[src/rtl/fifo_wr_pkg.sv]
// Shared constants and helpers for the FIFO write-side bead packer.
package fifo_wr_pkg;

    // Default width of the status counters.
    localparam int CNT_W_DEF = 16;

    // Number of input beads that fill one FIFO word.
    function automatic int calc_ratio(input int data_w, input int in_w);
        return (in_w > 0) ? (data_w / in_w) : 0;
    endfunction

    // Width of the bead-index counter, $clog2(RATIO), never below one bit.
    function automatic int bead_idx_width(input int ratio);
        return (ratio > 1) ? $clog2(ratio) : 1;
    endfunction

endpackage

[src/rtl/fifo_wr_packer_wrap_counter.sv]
// Free-running event counter that wraps at 2**W; used for write statistics.
module fifo_wr_packer_wrap_counter #(
    parameter int W = 16
) (
    input  logic         w_clk,
    input  logic         w_rst_n,
    input  logic         inc,
    output logic [W-1:0] count
);

    logic [W-1:0] count_q;
    logic [W-1:0] count_d;

    // Next count: step by one on each qualifying event.
    always_comb begin
        count_d = count_q;
        if (inc) begin
            count_d = count_q + W'(1);
        end
    end

    // Counter register.
    always_ff @(posedge w_clk or negedge w_rst_n) begin
        if (!w_rst_n) begin
            count_q <= '0;
        end else begin
            count_q <= count_d;
        end
    end

    assign count = count_q;

endmodule

[src/rtl/fifo_wr_packer.sv]
// Packs a narrow bead stream LSB-first into FIFO words, zero-padding short
// words on s_last. A holding register plus a one-word park slot in the
// accumulator keep s_ready purely registered (no path from f_w_full).
module fifo_wr_packer
    import fifo_wr_pkg::*;
#(
    parameter int DATA_WIDTH = 8,
    parameter int IN_WIDTH   = 2,
    parameter int CNT_W      = CNT_W_DEF
) (
    input  logic                  w_clk,
    input  logic                  w_rst_n,
    input  logic                  s_valid,
    output logic                  s_ready,
    input  logic [IN_WIDTH-1:0]   s_data,
    input  logic                  s_last,
    output logic                  f_w_en,
    output logic [DATA_WIDTH-1:0] f_w_data,
    input  logic                  f_w_full,
    output logic [CNT_W-1:0]      words_written,
    output logic [CNT_W-1:0]      padded_words
);

    localparam int RATIO = calc_ratio(DATA_WIDTH, IN_WIDTH);
    localparam int IDX_W = bead_idx_width(RATIO);
    localparam logic [IDX_W-1:0] LAST_IDX = IDX_W'(RATIO - 1);

    if ((DATA_WIDTH % IN_WIDTH) != 0 || RATIO < 2) begin : g_bad_params
        $error("fifo_wr_packer: DATA_WIDTH must be a multiple of IN_WIDTH with ratio >= 2");
    end

    logic [DATA_WIDTH-1:0] acc_q,       acc_d;
    logic                  acc_pad_q,   acc_pad_d;
    logic [IDX_W-1:0]      cnt_q,       cnt_d;
    logic                  pend_q,      pend_d;
    logic [DATA_WIDTH-1:0] out_reg_q,   out_reg_d;
    logic                  out_valid_q, out_valid_d;
    logic                  out_pad_q,   out_pad_d;

    logic                  accept;
    logic                  close;
    logic                  out_free;
    logic                  pad_new;
    logic [DATA_WIDTH-1:0] acc_ins;

    assign s_ready  = !pend_q;
    assign accept   = s_valid && !pend_q;
    assign f_w_en   = out_valid_q && !f_w_full;
    assign f_w_data = out_reg_q;
    assign out_free = !out_valid_q || f_w_en;
    assign close    = accept && (s_last || (cnt_q == LAST_IDX));
    assign pad_new  = s_last && (cnt_q != LAST_IDX);

    // Accumulator with the incoming bead dropped into its lane; lanes above
    // cnt are already zero because acc is cleared whenever a word leaves it.
    always_comb begin
        acc_ins = acc_q;
        acc_ins[cnt_q*IN_WIDTH +: IN_WIDTH] = s_data;
    end

    // Next-state: bead packing, word routing into out_reg or the park slot.
    always_comb begin
        acc_d       = acc_q;
        acc_pad_d   = acc_pad_q;
        cnt_d       = cnt_q;
        pend_d      = pend_q;
        out_reg_d   = out_reg_q;
        out_pad_d   = out_pad_q;
        out_valid_d = out_valid_q && !f_w_en;

        if (pend_q) begin
            // Parked word drains as soon as the holding register frees up.
            if (out_free) begin
                out_reg_d   = acc_q;
                out_pad_d   = acc_pad_q;
                out_valid_d = 1'b1;
                pend_d      = 1'b0;
                acc_d       = '0;
                acc_pad_d   = 1'b0;
            end
        end else if (close) begin
            cnt_d = '0;
            if (out_free) begin
                out_reg_d   = acc_ins;
                out_pad_d   = pad_new;
                out_valid_d = 1'b1;
                acc_d       = '0;
                acc_pad_d   = 1'b0;
            end else begin
                acc_d     = acc_ins;
                acc_pad_d = pad_new;
                pend_d    = 1'b1;
            end
        end else if (accept) begin
            acc_d = acc_ins;
            cnt_d = cnt_q + IDX_W'(1);
        end
    end

    // State registers; reset discards partial, parked and held words.
    always_ff @(posedge w_clk or negedge w_rst_n) begin
        if (!w_rst_n) begin
            acc_q       <= '0;
            acc_pad_q   <= 1'b0;
            cnt_q       <= '0;
            pend_q      <= 1'b0;
            out_reg_q   <= '0;
            out_valid_q <= 1'b0;
            out_pad_q   <= 1'b0;
        end else begin
            acc_q       <= acc_d;
            acc_pad_q   <= acc_pad_d;
            cnt_q       <= cnt_d;
            pend_q      <= pend_d;
            out_reg_q   <= out_reg_d;
            out_valid_q <= out_valid_d;
            out_pad_q   <= out_pad_d;
        end
    end

    fifo_wr_packer_wrap_counter #(.W(CNT_W)) u_words_cnt (
        .w_clk   (w_clk),
        .w_rst_n (w_rst_n),
        .inc     (f_w_en),
        .count   (words_written)
    );

    fifo_wr_packer_wrap_counter #(.W(CNT_W)) u_pad_cnt (
        .w_clk   (w_clk),
        .w_rst_n (w_rst_n),
        .inc     (f_w_en && out_pad_q),
        .count   (padded_words)
    );

endmodule
[config.mk]
export PLATFORM = sky130hd
export DESIGN_NAME = fifo_wr_packer
export DESIGN_NICKNAME = d
export VERILOG_FILES = /design/src/rtl/fifo_wr_pkg.sv /design/src/rtl/fifo_wr_packer_wrap_counter.sv /design/src/rtl/fifo_wr_packer.sv
export SDC_FILE = /design/constraint.sdc
export NUM_CORES = 1
export LEC_CHECK = 0
export CAP_MARGIN = 10
export CORE_MARGIN = 4
export CORE_UTILIZATION = 45
export CTS_CLUSTER_SIZE = 24
export DETAILED_ROUTE_END_ITERATION = 6
export PLACE_DENSITY_LB_ADDON = 0.25
export SLEW_MARGIN = 20
export SYNTH_ARGS = -nofsm -noshare
export SYNTH_HDL_FRONTEND = slang
export SYNTH_HIERARCHICAL = 1
export SYNTH_SLANG_ARGS = --single-unit
[constraint.sdc]
create_clock -name w_clk -period 2.2 [get_ports w_clk]
set_input_delay 0.22 -clock w_clk [delete_from_list [all_inputs] [get_ports w_clk]]
set_output_delay 0.22 -clock w_clk [all_outputs]
set_load 0.02 [all_outputs]
==> results.txt <==
Synth top area cells = dfrtp_1 50%, xnor2_1 5.8%, mux2_4 4.4%, xor2_1 3.9%, ha_1 3.7%
CTS Root Cell = clkbuf_8
Clock Tree Buf Depth = 2
Final Slew Violations = 0
Commonest cells post-synth = 54 x dfrtp_1, 18 x xnor2_1, 17 x nand2_1, 13 x inv_1, 12 x xor2_1
Synth Cell Area = 2720 um2
RSZ-0062 raised after global routing = no
CTS tree = yes
Worst Path Arrival = 2.20 ns
DR pass1 iterations = 6
Internal power = 1.80 mW
Pwr/cell area = 789 nW/um2
Initial core utilization = 46.2%
FF/Latch Area = 1350 um2
Layout fillers = 519
Maximum clock rate = 498 MHz
Final GP Congestion = 0.796
Site Rows = 28
H-Tree Depth = 2
Drt drc = 0
Io pins = 49
Final Skew = 0.0102 ns
Fin. Hold Viols = 0
Leakage = 1.54 nW
Worst rel slew slack = 59.3%
Area Growth Syn to Fin = 26.2%
Post-route cell area = 3430 um2
Origin of the critical flop-to-flop path = cnt_q[0]
Syn avg cell area = 11.8 um2
Yosys reg bits = 54
Post-synthesis async set-or-reset flop share = 100%
Fin worst setup slack = 0.192 ns
Place WS = 0.202 ns
Post-Syn Nets = 246
Layout cells sized above 1 = 13.4%
Core area = 5890 um2
Min Tclk post-route = 2.01 ns
Combinational power share = 30.1%
Overflow after GRT = 0
Die Y = 85.7 um
Routed WL = 5210 um
Largest net degree at the start of global routing = 30
Worst EP required = 2.39 ns
Min Hold Slack = 0.452 ns
Psw = 0.911 mW
Synth warn = 6
Vias in the first global route = 1964
# resized after CTS = 0
Total CTS buffers = 5
Slew at the pin closest to its max-slew limit = 0.610 ns
Status = complete, no violations
CTS Sinks = 54
GRT Util Overall = 15.6%
Die span in x = 85.7 um
Max_cap viols = 0
Post-DP Area = 3320 um2
Avg WL per Cell = 14.2 um
Worst Setup SP = cnt_q[0]
Clock Power Share = 21.1%
EDFF count, synth = 0
Post-synthesis cell type count = 39
Area of the multi-input gates = 1300 um2
Port Buffers = 48
DP HPWL = 3790 um
Skew-Pair Late Insertion Delay = 0.30 ns
Most numerous cell in the Yosys netlist = dfrtp_1
Synth top area share = 49.7%
Crit path launch type = flop
Initial antenna violation count = 0
Global-route wire length before repair = 9280 um
Seq pwr share = 48.7%
Via count = 1909
Core occupancy in the finished layout = 58.2%
VDD IR max = 441 uV
Switching share of power = 33.7%
Critical path capture point type = flop
Clock slew at reported path FFs = 0.10 ns
Hold Crit Class = input pin to asynchronous set/reset pin
Crit share post-route = 91.3%
DIE AREA = 7350 um2
Flop2flop setup slack = 0.19 ns
Max FO, Critical Path = 11
Via/cell ratio = 5.22
Setup TNS = 0 ns
1st-iter DRT viols = 36
ANT cells = 0
Final Setup Violations = 0
Register area share after synthesis = 49.7%
Yosys top cell by area = dfrtp_1
CP Class = flop to flop
Syn Inst Count = 231
Primary FF master, synth = dfrtp_1
Final ANT Viol Nets = 0
Final net count = 305
-- kinds of logic after synthesis --
logic type                 after synthesis  synth area share (%)
AOI/OAI and AO/OA                       25                  7.23
xor gates and xnor gates                30                  9.67
DFF                                     54                  49.7
muxes                                   18                  8.52
and+or+nand+nor                         80                  18.6
adders and majority gates                8                  3.68
buffers and inverters                   16                  2.53
-- timing repair --
| item | CTS | global route |
|---|---|---|
| endpoints found under the setup margin | 0 | 0 |
| setup buffers | 0 | 0 |
| hold buffers | 1 | 0 |
| hold endpoints to repair | 25 | 0 |
-- power by group through the flow --
stage / Combinational (mW) / Sequential [mW] / Clock, mW
global route: 0.885 / 1.35 / 0.644
floorplan: 0.363 / 1.43 / 0
global placement: 0.808 / 1.34 / 0
detailed placement: 0.825 / 1.34 / 0
finish: 0.816 / 1.32 / 0.571
CTS: 0.828 / 1.32 / 0.595
-- critical path, stage by stage, from the launching register on --
cell and delay, ns:
dfrtp_1 0.56, inv_1 0.16, ha_1 0.42, nor4bb_1 0.19, mux2_1 0.31, mux2_4 0.25
-- final timing paths --
path	endpoint	depth (start not counted)
setup / recovery	f_w_data[5]	5
hold / removal	acc_q[1]	2
setup reg to reg	f_w_data[5]	5
hold reg to reg	u_pad_cnt/count[15]	1
max in group asynchronous	u_pad_cnt/count[8]	3
min in group w_clk	u_pad_cnt/count[15]	1
-- registers in the layout, indices dropped and copies added, names as in the netlist --
| register | cells |
|---|---|
| u_pad_cnt/count | 16 |
| u_words_cnt/count | 16 |
| acc_q | 8 |
| f_w_data | 8 |
| cnt_q | 2 |
| acc_pad_q | 1 |
| out_pad_q | 1 |
| out_valid_q | 1 |
| pend_q | 1 |
-- layer usage --
layer / GRT usage, % / part of all wire [%]
met5: 0 / 0
met4: 3.45 / 1.2
met3: 3.17 / 4.6
met2: 25.7 / 47
met1: 21.4 / 47
-- stage by stage --
stage | power (mW) | instances
2_1_floorplan | 1.80 | 231
3_3_place_gp | 2.15 | 357
3_5_place_dp | 2.16 | 357
4_1_cts | 2.74 | 366
5_1_grt | 2.88 | 366
6_report | 2.71 | 366
-- final cells by class --
cell class / instances / share of cell area (%)
multi-input cells: 161 / 37.9
flip-flops and latches: 54 / 39.4
clock inverters: 2 / 0.365
well taps: 75 / 2.74
repair buffers: 54 / 15.6
inverters: 14 / 1.53
clock buffers: 6 / 2.41
-- placed cells by master, fill, tap and decap left out, types with 3 or more instances in the layout --
cell / instances
nand2b_1: 4
nand3_1: 10
mux2_2: 5
nand4_1: 8
clkbuf_8: 6
and3b_1: 3
a22oi_1: 3
inv_1: 13
a22o_1: 4
nor4bb_1: 4
xnor2_1: 18
nand2_1: 17
mux2_4: 8
buf_4: 4
nor3_2: 4
nor2_1: 8
mux2_1: 4
dfrtp_1: 54
ha_1: 8
xor2_1: 12
o22ai_1: 6
a21oi_1: 3
clkdlybuf4s50_1: 47
nor3b_1: 7
nor2b_1: 4
Note: power is estimated with default switching activity, not from simulation.
